## src/rtl/pc_source_select_if.sv

```systemverilog
// pc_source_select_if
//   Bundles the fetch-head redirect inputs and the PC outputs of
//   pc_source_select.
//   master : the driver of stall/src_valid/src_addr that consumes pc & flags
//   slave  : the pc_source_select block itself
//   Signals: stall, src_valid[NSRC], src_addr[NSRC*WIDTH] (source k at
//   [k*WIDTH +: WIDTH]), pc, pc_prev, redirect, redirect_src[3], misaligned,
//   pending, and redirect_count[32] when PC_REDIRECT_COUNT_EN is defined.
interface pc_source_select_if #(
   parameter int WIDTH = 32,
   parameter int NSRC  = 4
);
   logic                  stall;
   logic [NSRC-1:0]       src_valid;
   logic [NSRC*WIDTH-1:0] src_addr;
   logic [WIDTH-1:0]      pc;
   logic [WIDTH-1:0]      pc_prev;
   logic                  redirect;
   logic [2:0]            redirect_src;
   logic                  misaligned;
   logic                  pending;
`ifdef PC_REDIRECT_COUNT_EN
   logic [31:0]           redirect_count;

   modport master (
      output stall, src_valid, src_addr,
      input  pc, pc_prev, redirect, redirect_src, misaligned, pending, redirect_count
   );
   modport slave (
      input  stall, src_valid, src_addr,
      output pc, pc_prev, redirect, redirect_src, misaligned, pending, redirect_count
   );
`else
   modport master (
      output stall, src_valid, src_addr,
      input  pc, pc_prev, redirect, redirect_src, misaligned, pending
   );
   modport slave (
      input  stall, src_valid, src_addr,
      output pc, pc_prev, redirect, redirect_src, misaligned, pending
   );
`endif
endinterface

```

## src/rtl/pc_source_select.sv

```systemverilog
// pc_source_select
//   N-way priority next-PC selector with the PC register folded in.
//   Highest source index wins; a redirect arriving during a stall is latched
//   as pending and applied on the first unstalled edge. Targets are forced to
//   4-byte alignment and a misaligned target is flagged for one cycle.
// Ports:
//   clock  - rising-edge clock
//   reset  - asynchronous active-high reset
//   bus    - pc_source_select_if.slave (stall, sources in; pc & flags out)
// Optional build macro: PC_REDIRECT_COUNT_EN adds a saturating 32-bit
//   redirect_count on the interface.
//
// state    | meaning
// ST_IDLE  | no redirect latched
// ST_PEND  | a redirect arrived under stall and waits for release
module pc_source_select #(
   parameter int          WIDTH        = 32,
   parameter int          NSRC         = 4,
   parameter logic [31:0] RESET_VECTOR = 32'h0000_0000,
   parameter int          INC          = 4
) (
   input logic              clock,
   input logic              reset,
   pc_source_select_if.slave bus
);
   localparam logic [WIDTH-1:0] RST_PC = WIDTH'(RESET_VECTOR);

   typedef enum logic {ST_IDLE, ST_PEND} state_t;

   state_t           state, state_nxt;
   logic [2:0]       pend_idx, pend_idx_nxt;
   logic [WIDTH-1:0] pend_addr, pend_addr_nxt;
   logic [WIDTH-1:0] pc_q, pc_nxt, prev_q, prev_nxt;
   logic             redirect_q, redirect_nxt;
   logic [2:0]       src_q, src_nxt;
   logic             mis_q, mis_nxt;

   logic             req_hit, req_wins;
   logic [2:0]       req_idx, tgt_idx;
   logic [WIDTH-1:0] req_addr, tgt_addr;

   always_ff @(posedge clock or posedge reset) begin
      if (reset) begin
         state      <= ST_IDLE;
         pend_idx   <= '0;
         pend_addr  <= '0;
         pc_q       <= RST_PC;
         prev_q     <= RST_PC;
         redirect_q <= 1'b0;
         src_q      <= '0;
         mis_q      <= 1'b0;
      end else begin
         state      <= state_nxt;
         pend_idx   <= pend_idx_nxt;
         pend_addr  <= pend_addr_nxt;
         pc_q       <= pc_nxt;
         prev_q     <= prev_nxt;
         redirect_q <= redirect_nxt;
         src_q      <= src_nxt;
         mis_q      <= mis_nxt;
      end
   end

   always_comb begin
      req_hit  = 1'b0;
      req_idx  = '0;
      req_addr = '0;
      // ascending scan: the last asserted source seen is the highest index
      for (int k = 0; k < NSRC; k++) begin
         if (bus.src_valid[k]) begin
            req_hit  = 1'b1;
            req_idx  = 3'(k);
            req_addr = bus.src_addr[k*WIDTH +: WIDTH];
         end
      end
      // equal index counts as a win so a fresh request replaces a stale one
      req_wins = req_hit && ((state == ST_IDLE) || (req_idx >= pend_idx));
      tgt_idx  = req_wins ? req_idx  : pend_idx;
      tgt_addr = req_wins ? req_addr : pend_addr;

      state_nxt     = state;
      pend_idx_nxt  = pend_idx;
      pend_addr_nxt = pend_addr;
      pc_nxt        = pc_q;
      prev_nxt      = prev_q;
      redirect_nxt  = 1'b0;
      src_nxt       = src_q;
      mis_nxt       = 1'b0;

      if (bus.stall) begin
         if (req_wins) begin
            state_nxt     = ST_PEND;
            pend_idx_nxt  = req_idx;
            pend_addr_nxt = req_addr;
         end
      end else begin
         prev_nxt = pc_q;
         if (req_wins || (state == ST_PEND)) begin
            pc_nxt       = {tgt_addr[WIDTH-1:2], 2'b00};
            redirect_nxt = 1'b1;
            src_nxt      = tgt_idx;
            mis_nxt      = |tgt_addr[1:0];
            state_nxt    = ST_IDLE;
         end else begin
            pc_nxt = pc_q + WIDTH'(INC);
         end
      end
   end

`ifdef PC_REDIRECT_COUNT_EN
   logic [31:0] count_q;

   always_ff @(posedge clock or posedge reset) begin
      if (reset) begin
         count_q <= '0;
      end else if (redirect_nxt && (count_q != 32'hFFFF_FFFF)) begin
         count_q <= count_q + 32'd1;
      end
   end

   assign bus.redirect_count = count_q;
`endif

   assign bus.pc           = pc_q;
   assign bus.pc_prev      = prev_q;
   assign bus.redirect     = redirect_q;
   assign bus.redirect_src = src_q;
   assign bus.misaligned   = mis_q;
   assign bus.pending      = (state == ST_PEND);
endmodule

```

## src/flat_wrapper.sv

```systemverilog
// flat-port wrapper written by rule: the top's interface ports become plain ports
module pc_source_select_flat 
#(
   parameter int          WIDTH        = 32,
   parameter int          NSRC         = 4,
   parameter logic [31:0] RESET_VECTOR = 32'h0000_0000,
   parameter int          INC          = 4
)
  (clock, reset, bus_stall, bus_src_valid, bus_src_addr, bus_pc, bus_pc_prev, bus_redirect, bus_redirect_src, bus_misaligned, bus_pending);
  pc_source_select_if #(.WIDTH(WIDTH), .NSRC(NSRC)) bus_i ();
  input logic clock;
  input logic reset;
  input wire logic [$bits(bus_i.stall)-1:0] bus_stall;
  input wire logic [$bits(bus_i.src_valid)-1:0] bus_src_valid;
  input wire logic [$bits(bus_i.src_addr)-1:0] bus_src_addr;
  output wire logic [$bits(bus_i.pc)-1:0] bus_pc;
  output wire logic [$bits(bus_i.pc_prev)-1:0] bus_pc_prev;
  output wire logic [$bits(bus_i.redirect)-1:0] bus_redirect;
  output wire logic [$bits(bus_i.redirect_src)-1:0] bus_redirect_src;
  output wire logic [$bits(bus_i.misaligned)-1:0] bus_misaligned;
  output wire logic [$bits(bus_i.pending)-1:0] bus_pending;
  assign bus_i.stall = bus_stall;
  assign bus_i.src_valid = bus_src_valid;
  assign bus_i.src_addr = bus_src_addr;
  assign bus_pc = bus_i.pc;
  assign bus_pc_prev = bus_i.pc_prev;
  assign bus_redirect = bus_i.redirect;
  assign bus_redirect_src = bus_i.redirect_src;
  assign bus_misaligned = bus_i.misaligned;
  assign bus_pending = bus_i.pending;
  pc_source_select #(.WIDTH(WIDTH), .NSRC(NSRC), .RESET_VECTOR(RESET_VECTOR), .INC(INC)) u_core (.clock(clock), .reset(reset), .bus(bus_i));
endmodule
```

## config.mk

```make
export PLATFORM = sky130hd
export DESIGN_NAME = pc_source_select_flat
export DESIGN_NICKNAME = d
export VERILOG_FILES = /design/src/rtl/pc_source_select_if.sv /design/src/rtl/pc_source_select.sv /design/src/flat_wrapper.sv
export SDC_FILE = /design/constraint.sdc
export NUM_CORES = 1
export LEC_CHECK = 0
export ABC_AREA = 1
export CELL_PAD_IN_SITES_DETAIL_PLACEMENT = 1
export CELL_PAD_IN_SITES_GLOBAL_PLACEMENT = 1
export CORE_MARGIN = 4
export CORE_UTILIZATION = 32
export CTS_CLUSTER_SIZE = 14
export DETAILED_ROUTE_END_ITERATION = 10
export PLACE_DENSITY_LB_ADDON = 0.25
export SETUP_SLACK_MARGIN = 0.02
export SLEW_MARGIN = 0
export SYNTH_ARGS = -nofsm -noshare
export SYNTH_HDL_FRONTEND = slang
export SYNTH_SLANG_ARGS = --single-unit
```

## constraint.sdc

```tcl
create_clock -name clock -period 4.3 [get_ports clock]
set_clock_uncertainty 0.15 [all_clocks]
set_input_delay 0.86 -clock clock [delete_from_list [all_inputs] [get_ports clock]]
set_output_delay 0.86 -clock clock [all_outputs]
set_load 0.05 [all_outputs]
```

# Word level (Yosys, flattened, before mapping)
# Cells that the tools add are included.
word_totals:
  regBits: 105
classes:
  n_reduce_logical: 7
  add_sub_neg: 1
  eq_ne: 1
  order_cmp: 1
  mux: 21
  n_bitwise: 2
ops:
  columns: ["cell", "n"]
  rows:
  - ["2-to-1 mux 32 bit", 6]
  - ["adder 32 x 3 -> 32 bit, second input constant", 1]
  - ["2-to-1 mux 1 bit", 12]
  - ["2-to-1 mux 2 bit", 2]
  - ["AND reduction 2 bit", 2]
  - ["greater-or-equal comparator 2 x 3 -> 1 bit", 1]
  - ["2-to-1 mux 3 bit", 1]
  - ["logical OR 1 bit", 2]
  - ["!= test 2 x 1 -> 1 bit, second input constant", 1]
  - ["inverter 1 bit", 2]
  - ["nonzero test 2 bit", 1]
  - ["OR reduction 2 bit", 1]
  - ["logical AND 1 bit", 1]

# Logic depth before layout (Yosys ltp)
# Gate-level depths: netlist of the first run.
logic_depth:
  ltp_word: 10
  ltp_mapped: 14
  ltp_nobuf: 12

# Worst setup path after synthesis of the first run
# Ideal clock, no wire load.
synth_path:
  kind: "input to register"
  start: "input port bus_src_valid[2]"
  end: "register u_core.pc_q[24] (netlist: u_core.bus.pc[24])"
  path_buffers: 3
  t_arrival_ns: 2.503
  stages: 13
  slack_ns: 1.522
  t_required_ns: 4.025
  cell_sequence: "buf_4 nor2_2 buf_2 nor2_1 ha_1 nand3_1 nand4_4 nand2_4 inv_1 clkbuf_1 nand2_1 nand3_1 nand3_1"
synth_via:
  elab_chain_cells: 7
  elab_cells_between_ends: 12
  classes_between: "1 x order compare; 8 x mux; 3 x reduce/logical"
synth_rtl:
  columns: ["item", "line", "rtl"]
  rows:
  - ["start: declaration", "flat_wrapper.sv:14", "input wire logic [$bits(bus_i.src_valid)-1:0] bus_src_valid;"]
  - ["2-to-1 mux 2 bit (2 in series)", "pc_source_select.sv:70", "if (bus.src_valid[k]) begin"]
  - ["greater-or-equal comparator 2 x 3 -> 1 bit", "pc_source_select.sv:77", "req_wins = req_hit && ((state == ST_IDLE) || (req_idx >= pend_idx));"]
  - ["logical OR 1 bit", "pc_source_select.sv:77", null]
  - ["logical AND 1 bit", "pc_source_select.sv:77", null]
  - ["2-to-1 mux 32 bit / logical OR 1 bit (equally long branches)", "pc_source_select.sv:79, pc_source_select.sv:98", null]
  - ["2-to-1 mux 32 bit *", "pc_source_select.sv:98", "if (req_wins || (state == ST_PEND)) begin"]
  - ["end signal: assignment", "pc_source_select.sv:56", "pc_q <= pc_nxt;"]
  - ["end: declaration", "pc_source_select.sv:33", "logic [WIDTH-1:0] pc_q, pc_nxt, prev_q, prev_nxt;"]
# Every way passes the cells marked *; elsewhere a longest branch is shown, timed or not.
# A chain may end at the register's enable or synchronous reset.

# Worst setup path after layout of the first run
layout_path:
  start: "input port bus_src_valid[2]"
  end: "register u_core.pend_addr[16]"
layout_via:
  elab_chain_cells: 6
  elab_cells_between_ends: 10
  classes_between: "1 x order compare; 7 x mux; 2 x reduce/logical"
layout_rtl:
  columns: ["item", "line", "rtl"]
  rows:
  - ["2-to-1 mux 2 bit (2 in series)", "pc_source_select.sv:70", null]
  - ["greater-or-equal comparator 2 x 3 -> 1 bit", "pc_source_select.sv:77", null]
  - ["logical OR 1 bit", "pc_source_select.sv:77", null]
  - ["logical AND 1 bit", "pc_source_select.sv:77", null]
  - ["2-to-1 mux 32 bit *", null, null]
  - ["end signal: assignment", "pc_source_select.sv:55", "pend_addr <= pend_addr_nxt;"]
  - ["end: declaration", "pc_source_select.sv:32", "logic [WIDTH-1:0] pend_addr, pend_addr_nxt;"]
# Marked as above.

==> reports/metrics.yaml, run 1 <==
die:
  die_h_um: 148.7
  dieArea_um2: 22120
  rows: 51
  io_pins: 205
  coreArea_um2: 19460
  die_x_um: 148.7
  start_util: 0.3256
layout:
  n_antenna_cell: 0
  syn_to_final_growth_pct: 38.64
  nFillCells: 2516
  final_cell_mix: "nand2_1 (329), clkdlybuf4s50_1 (199), nand3_1 (102)"
  final_area_um2: 8786
  drive_gt1_frac: 0.04440
  layout_commonest_cell: "nand2_1"
  regArea_um2: 2527
  layout.nets: 1259
  multi_input_area_um2: 3156
timing:
  slew_headroom: 0.4644
  layout_min_cycle_time_ns: 3.558
  timing.setup.tns_ns: 0
  final_hold_viol_count: 0
  worstMarginPinSlew_ns: 0.8034
  rsz0062_at_grt: "no"
  max_freq_ghz: 0.2810
  post-route-period-util: 0.8275
  slew_violations: 0
  finalSetupViolCount: 0
global_route:
  grt_usage: 0.2069
  grt_overflow_total: 0
  grt_pass1_vias: 6884
  grt_max_degree: 76
  grt_pass1_wl_um: 36540
  antenna_found_initial: 0
power:
  switching_share: 0.4299
  p_int_mw: 2.155
  combPwrFrac: 0.416
  pwr-share-clk: 0.228
  switchingPower_mw: 1.625
  powerDensity_nw_per_um2: 430.2
  p_leak_nw: 4.040
  ir_drop_mv: 0.2334
  power_mw: 3.780
  pwr-share-seq: 0.356
setup_path:
  worstPathArrival_ns: 3.60
  critical_path_class: "primary input to register"
  crit_family: "buffers and inverters"
  path_cells: "clkdlybuf4s50_1 > nor2_4 > inv_1 > ha_1 > nand3_1 > nand4_4 > nand2_4 > inv_1 > nand2_1 > nand3_1 > o21ai_0"
  worstPathRequired_ns: 4.34
  crit_buf_inv: 3
  endpoint_kind: "register"
  critPathMaxStageDelay_ns: 0.64
  critPathLaunchType: "primary input"
  crit_path_top_delay_cell: "clkdlybuf4s50_1"
  crit_fanout: 28
routing:
  first_pass_iters: 4
  avgRoutedWirePerCell_um: 16.36
  antenna_left: 0
  route.detailed.drc: 0
  finalWirelength_um: 22760
  dr_total_vias: 6683
  initialDrtViolationCount: 401
  routed_via_density: 4.804
clocking:
  hold_buffers: 0
  cts_sinks: 101
  cts_htree_levels: 3
  cts_buffers: 9
  cts_setup_buffers: 0
  ctsResizeCount: 0
  tritoncts: "yes"
  clk-insertion-delay-late_ns: 0.35
  cts_root_buffer: "clkbuf_16"
  clk_pin_slew_ns: 0.07
  clockBufferDepth: 2
synthesis:
  ys_types: 36
  seq_area_frac_synth: 0.3988
  synth.area.top_cells: "dfrtp_1 (40%), nand2_1 (19%), nand3_1 (8.1%)"
  syn_inst: 945
  synth-seq-cells: 101
  syn_area_per_cell_um2: 6.706
  yosysWarnings: 0
  async_reset_ff_frac: 1.000
  ys.flop_type: "dfrtp_1"
  syn-cell-area_um2: 6337
  synth_edf_count: 0
  synth_top_area_cell: "dfrtp_1"
  synth.top_cell.area_share: 0.3988
placement:
  routabilityCongestion: 0.8253
  post-dp-hpwl_um: 18200
  numPortBuffers: 200
  placed_cell_area_um2: 8478
status:
  status: "finished, final reports clean"
min_path:
  hold_class: "register to register"
flow_run:
  maxCapViolations: 0
==> path summary, 6_finish.rpt <==
path                       cells after the start  slack [ns]                   from                     to
max in group asynchronous                      3        2.29                  reset     u_core.pend_idx[2]
hold / removal                                 2        0.34  u_core.bus.pc_prev[4]  u_core.bus.pc_prev[4]
setup reg to reg                               9        1.91     u_core.pend_idx[1]   u_core.pend_addr[16]
hold reg to reg                                2        0.34  u_core.bus.pc_prev[4]  u_core.bus.pc_prev[4]
min in group asynchronous                      2        0.86                  reset  u_core.bus.pc_prev[6]
setup / recovery                              11        0.74       bus_src_valid[2]   u_core.pend_addr[16]
==> per-stage QoR <==
stage          setup WS (ns)  hold WS, ns  cells  utilization
2_1_floorplan         0.6429       0.3180    948            -
3_3_place_gp          0.4383       0.3152   1375       0.4356
3_5_place_dp          0.3519       0.3224   1375       0.4356
4_1_cts               0.7179       0.3448   1391       0.4514
5_1_grt               0.4455       0.3557   1391       0.4514
6_report              0.7416       0.3380   1391       0.4514
==> routing by layer <==
layer	wire length [um]	vias to the layer above	part of all wire	track usage
li1	-	3350	-	-
met1	10690	3120	0.47	0.2884
met2	10270	191	0.45	0.3301
met3	1451	22	0.064	0.04449
met4	358	0	0.016	0.04942
met5	0	-	0	0
==> power groups by stage <==
stage                     registers (mW)  logic, mW  clock network, mW
after CTS                           1.35       1.59              0.877
after global placement              1.35       1.55                  0
after floorplan                     1.76      0.550                  0
final                               1.34       1.57              0.863
after global routing                1.38       1.71              0.915
after detailed placement            1.36       1.58                  0
==> worst min-delay path, cell delays in order (launching register included) <==
cell and delay (ns):
dfrtp_1 0.35, nand2_1 0.06, nand2_1 0.05
==> Yosys cell counts, types with 3 or more instances <==
master / instances
nand4_1: 13
xor2_1: 5
nand2_1: 329
inv_2: 5
nand3_1: 102
a21oi_1: 21
buf_2: 12
dfrtp_1: 101
ha_1: 3
o21ai_1: 7
o21ai_0: 87
inv_1: 97
nor3_1: 4
buf_6: 5
nor2_4: 5
o22ai_1: 3
nor2_2: 3
nor2_1: 88
a22oi_1: 4
buf_4: 13
clkbuf_1: 17
==> registers in the layout, indices dropped and copies added (netlist names) <==
name / cells
u_core.bus.pending: 1
u_core.bus.misaligned: 1
u_core.bus.redirect: 1
u_core.bus.pc: 30
u_core.bus.redirect_src: 3
u_core.bus.pc_prev: 30
u_core.pend_addr: 32
u_core.pend_idx: 3
==> logic make-up (layout without fill, tap and decap cells) <==
family | count (synthesis) | after routing | share of synthesized area
other cells | 1 | 4 | 0.0005917
buf+inv | 151 | 329 | 0.1058
flops | 101 | 101 | 0.3988
simple gates | 555 | 555 | 0.3751
fa+ha+maj | 3 | 3 | 0.005924
compound gates | 129 | 129 | 0.1068
xor+xnor | 5 | 5 | 0.006910
==> area by class of cell <==
type,count,area share
multi-input cells,696,0.3592
flip-flops and latches,101,0.2877
repair buffers,210,0.2358
inverters,103,0.04457
well taps,265,0.03774
clock buffers,10,0.02720
clock inverters,6,0.007833
(Power assumes the default switching activity.)
==> run 2, diff against run 1 <==
==> constraint.sdc (replaced) <==
create_clock -name clock -period 3.6 [get_ports clock]
set_clock_uncertainty 0.15 [all_clocks]
set_input_delay 0.72 -clock clock [delete_from_list [all_inputs] [get_ports clock]]
set_output_delay 0.72 -clock clock [all_outputs]
set_load 0.05 [all_outputs]
==> run 2 against run 1 <==
Via count down 0.39%; count of clock-buffer cells in the layout is the same; first-iteration DRC count did not move; sequential cell count is the same; worst setup slack lost 0.20 ns; global-route usage rose by 0.17 points; cell count is 0.29% higher; sequential power increased by 19%; utilization grew 0.23 points; combinational power up 21%; hold slack got worse by 0.0038 ns.
==> reports/metrics.yaml, run 2 (synthesized netlist as in run 1, its figures left out) <==
die:
  io_pins: 205
  start_util: 0.3256
  coreArea_um2: 19460
  die_x_um: 148.7
  dieArea_um2: 22120
  rows: 51
  die_h_um: 148.7
timing:
  rsz0062_at_grt: "no"
  final_hold_viol_count: 0
  slew_headroom: 0.5203
  timing.setup.tns_ns: 0
  layout_min_cycle_time_ns: 3.057
  worstMarginPinSlew_ns: 0.7196
  slew_violations: 0
  finalSetupViolCount: 0
  max_freq_ghz: 0.3272
  post-route-period-util: 0.8490
layout:
  syn_to_final_growth_pct: 39.33
  final_util: 0.4537
  regMostFlops: "u_core.pend_addr"
  n_antenna_cell: 0
  largest_reg_flops: 32
  layout_commonest_cell: "nand2_1"
  drive_gt1_frac: 0.04779
  final_cell_mix: "nand2_1 (329), clkdlybuf4s50_1 (199), nand3_1 (102)"
  final_area_um2: 8830
  nFillCells: 2478
  layout.nets: 1263
routing:
  route.detailed.drc: 0
  finalWirelength_um: 22930
  routed_via_density: 4.772
  dr_total_vias: 6657
  initialDrtViolationCount: 401
  antenna_left: 0
  avgRoutedWirePerCell_um: 16.44
  first_pass_iters: 4
power:
  ir_drop_mv: 0.2081
  p_leak_nw: 4.061
  power_mw: 4.528
  powerDensity_nw_per_um2: 512.8
global_route:
  antenna_found_initial: 0
  grt_pass1_vias: 6838
  grt_pass1_wl_um: 36760
  grt_max_degree: 76
  grt_usage: 0.2086
  grt_overflow_total: 0
clocking:
  hold_buffers: 0
  cts_root_buffer: "clkbuf_16"
  cts_buffers: 9
  ctsResizeCount: 0
  clk-insertion-delay-late_ns: 0.35
  cts_htree_levels: 3
  clk_pin_slew_ns: 0.07
  tritoncts: "yes"
  cts_setup_buffers: 0
  cts_sinks: 101
  clockBufferDepth: 2
setup_path:
  worstPathRequired_ns: 3.70
  critical_path_class: "primary input to register"
  worstPathArrival_ns: 3.15
  path_cells: "clkdlybuf4s50_1 > nor2_4 > inv_1 > ha_1 > nand3_1 > nand4_4 > nand2_4 > inv_1 > buf_4 > nand2_1 > nand3_1 > nand2_1 > inv_1"
  endpoint_kind: "register"
  critPathLaunchType: "primary input"
  cpMostUsedCell: "inv_1"
  critPathMaxStageDelay_ns: 0.53
  crit_path_top_delay_cell: "clkdlybuf4s50_1"
  crit_fanout: 30
placement:
  routabilityCongestion: 0.8252
  placed_cell_area_um2: 8521
  numPortBuffers: 200
  post-dp-hpwl_um: 18250
min_path:
  hold_class: "register to register"
flow_run:
  maxCapViolations: 0
status:
  status: "finished, final reports clean"
-- run 2: stage by stage --
step / hold slack, ns / instances / setup slack (ns)
6_report: 0.3342 / 1395 / 0.5435
5_1_grt: 0.3681 / 1395 / 0.2821
4_1_cts: 0.3393 / 1395 / 0.5037
3_5_place_dp: 0.3216 / 1379 / 0.1614
3_3_place_gp: 0.3159 / 1379 / 0.2939
2_1_floorplan: 0.3180 / 948 / 0.08287
-- run 2: worst max-delay path: cells and delay by family --
| family | cells | cell delay (ns) |
|---|---|---|
| buf+inv | 5 | 1.00 |
| simple gates | 7 | 1.11 |
| fa+ha+maj | 1 | 0.31 |
-- run 2: final timing paths --
| check | startpoint | endpoint | slack (ns) | cells past startpoint |
|---|---|---|---|---|
| hold reg to reg | u_core.bus.pc_prev[16] | u_core.bus.pc_prev[16] | 0.33 | 2 |
| hold / removal | u_core.bus.pc_prev[16] | u_core.bus.pc_prev[16] | 0.33 | 2 |
| max in group asynchronous | reset | u_core.bus.pc_prev[5] | 1.87 | 3 |
| setup / recovery | bus_src_valid[2] | u_core.bus.pc[11] | 0.54 | 13 |
| setup reg to reg | u_core.pend_idx[1] | u_core.bus.pc[11] | 1.39 | 11 |
| min in group asynchronous | reset | u_core.bus.pc_prev[10] | 0.64 | 2 |
-- run 2: power by group --
part	internal, mW	switching [mW]
logic	0.642	1.25
registers	1.38	0.217
clock network	0.565	0.471
-- run 2: final cells by class --
class                           count  area (um2)  area share
Clock inverter                      6       70.07    0.007935
Multi-Input combinational cell    696        3156      0.3574
Timing Repair Buffer              214        2115      0.2395
Sequential cell                   101        2527      0.2862
Tap cell                          265       331.6     0.03755
Clock buffer                       10       239.0     0.02707
Inverter                          103       391.6     0.04435
-- run 2: metal layers --
| layer | vias to the layer above | wire length (um) | global-route usage |
|---|---|---|---|
| li1 | 3354 | - | - |
| met1 | 3097 | 10800 | 0.2893 |
| met2 | 188 | 10380 | 0.3367 |
| met3 | 18 | 1446 | 0.04631 |
| met4 | 0 | 299 | 0.04296 |
| met5 | - | 0 | 0 |
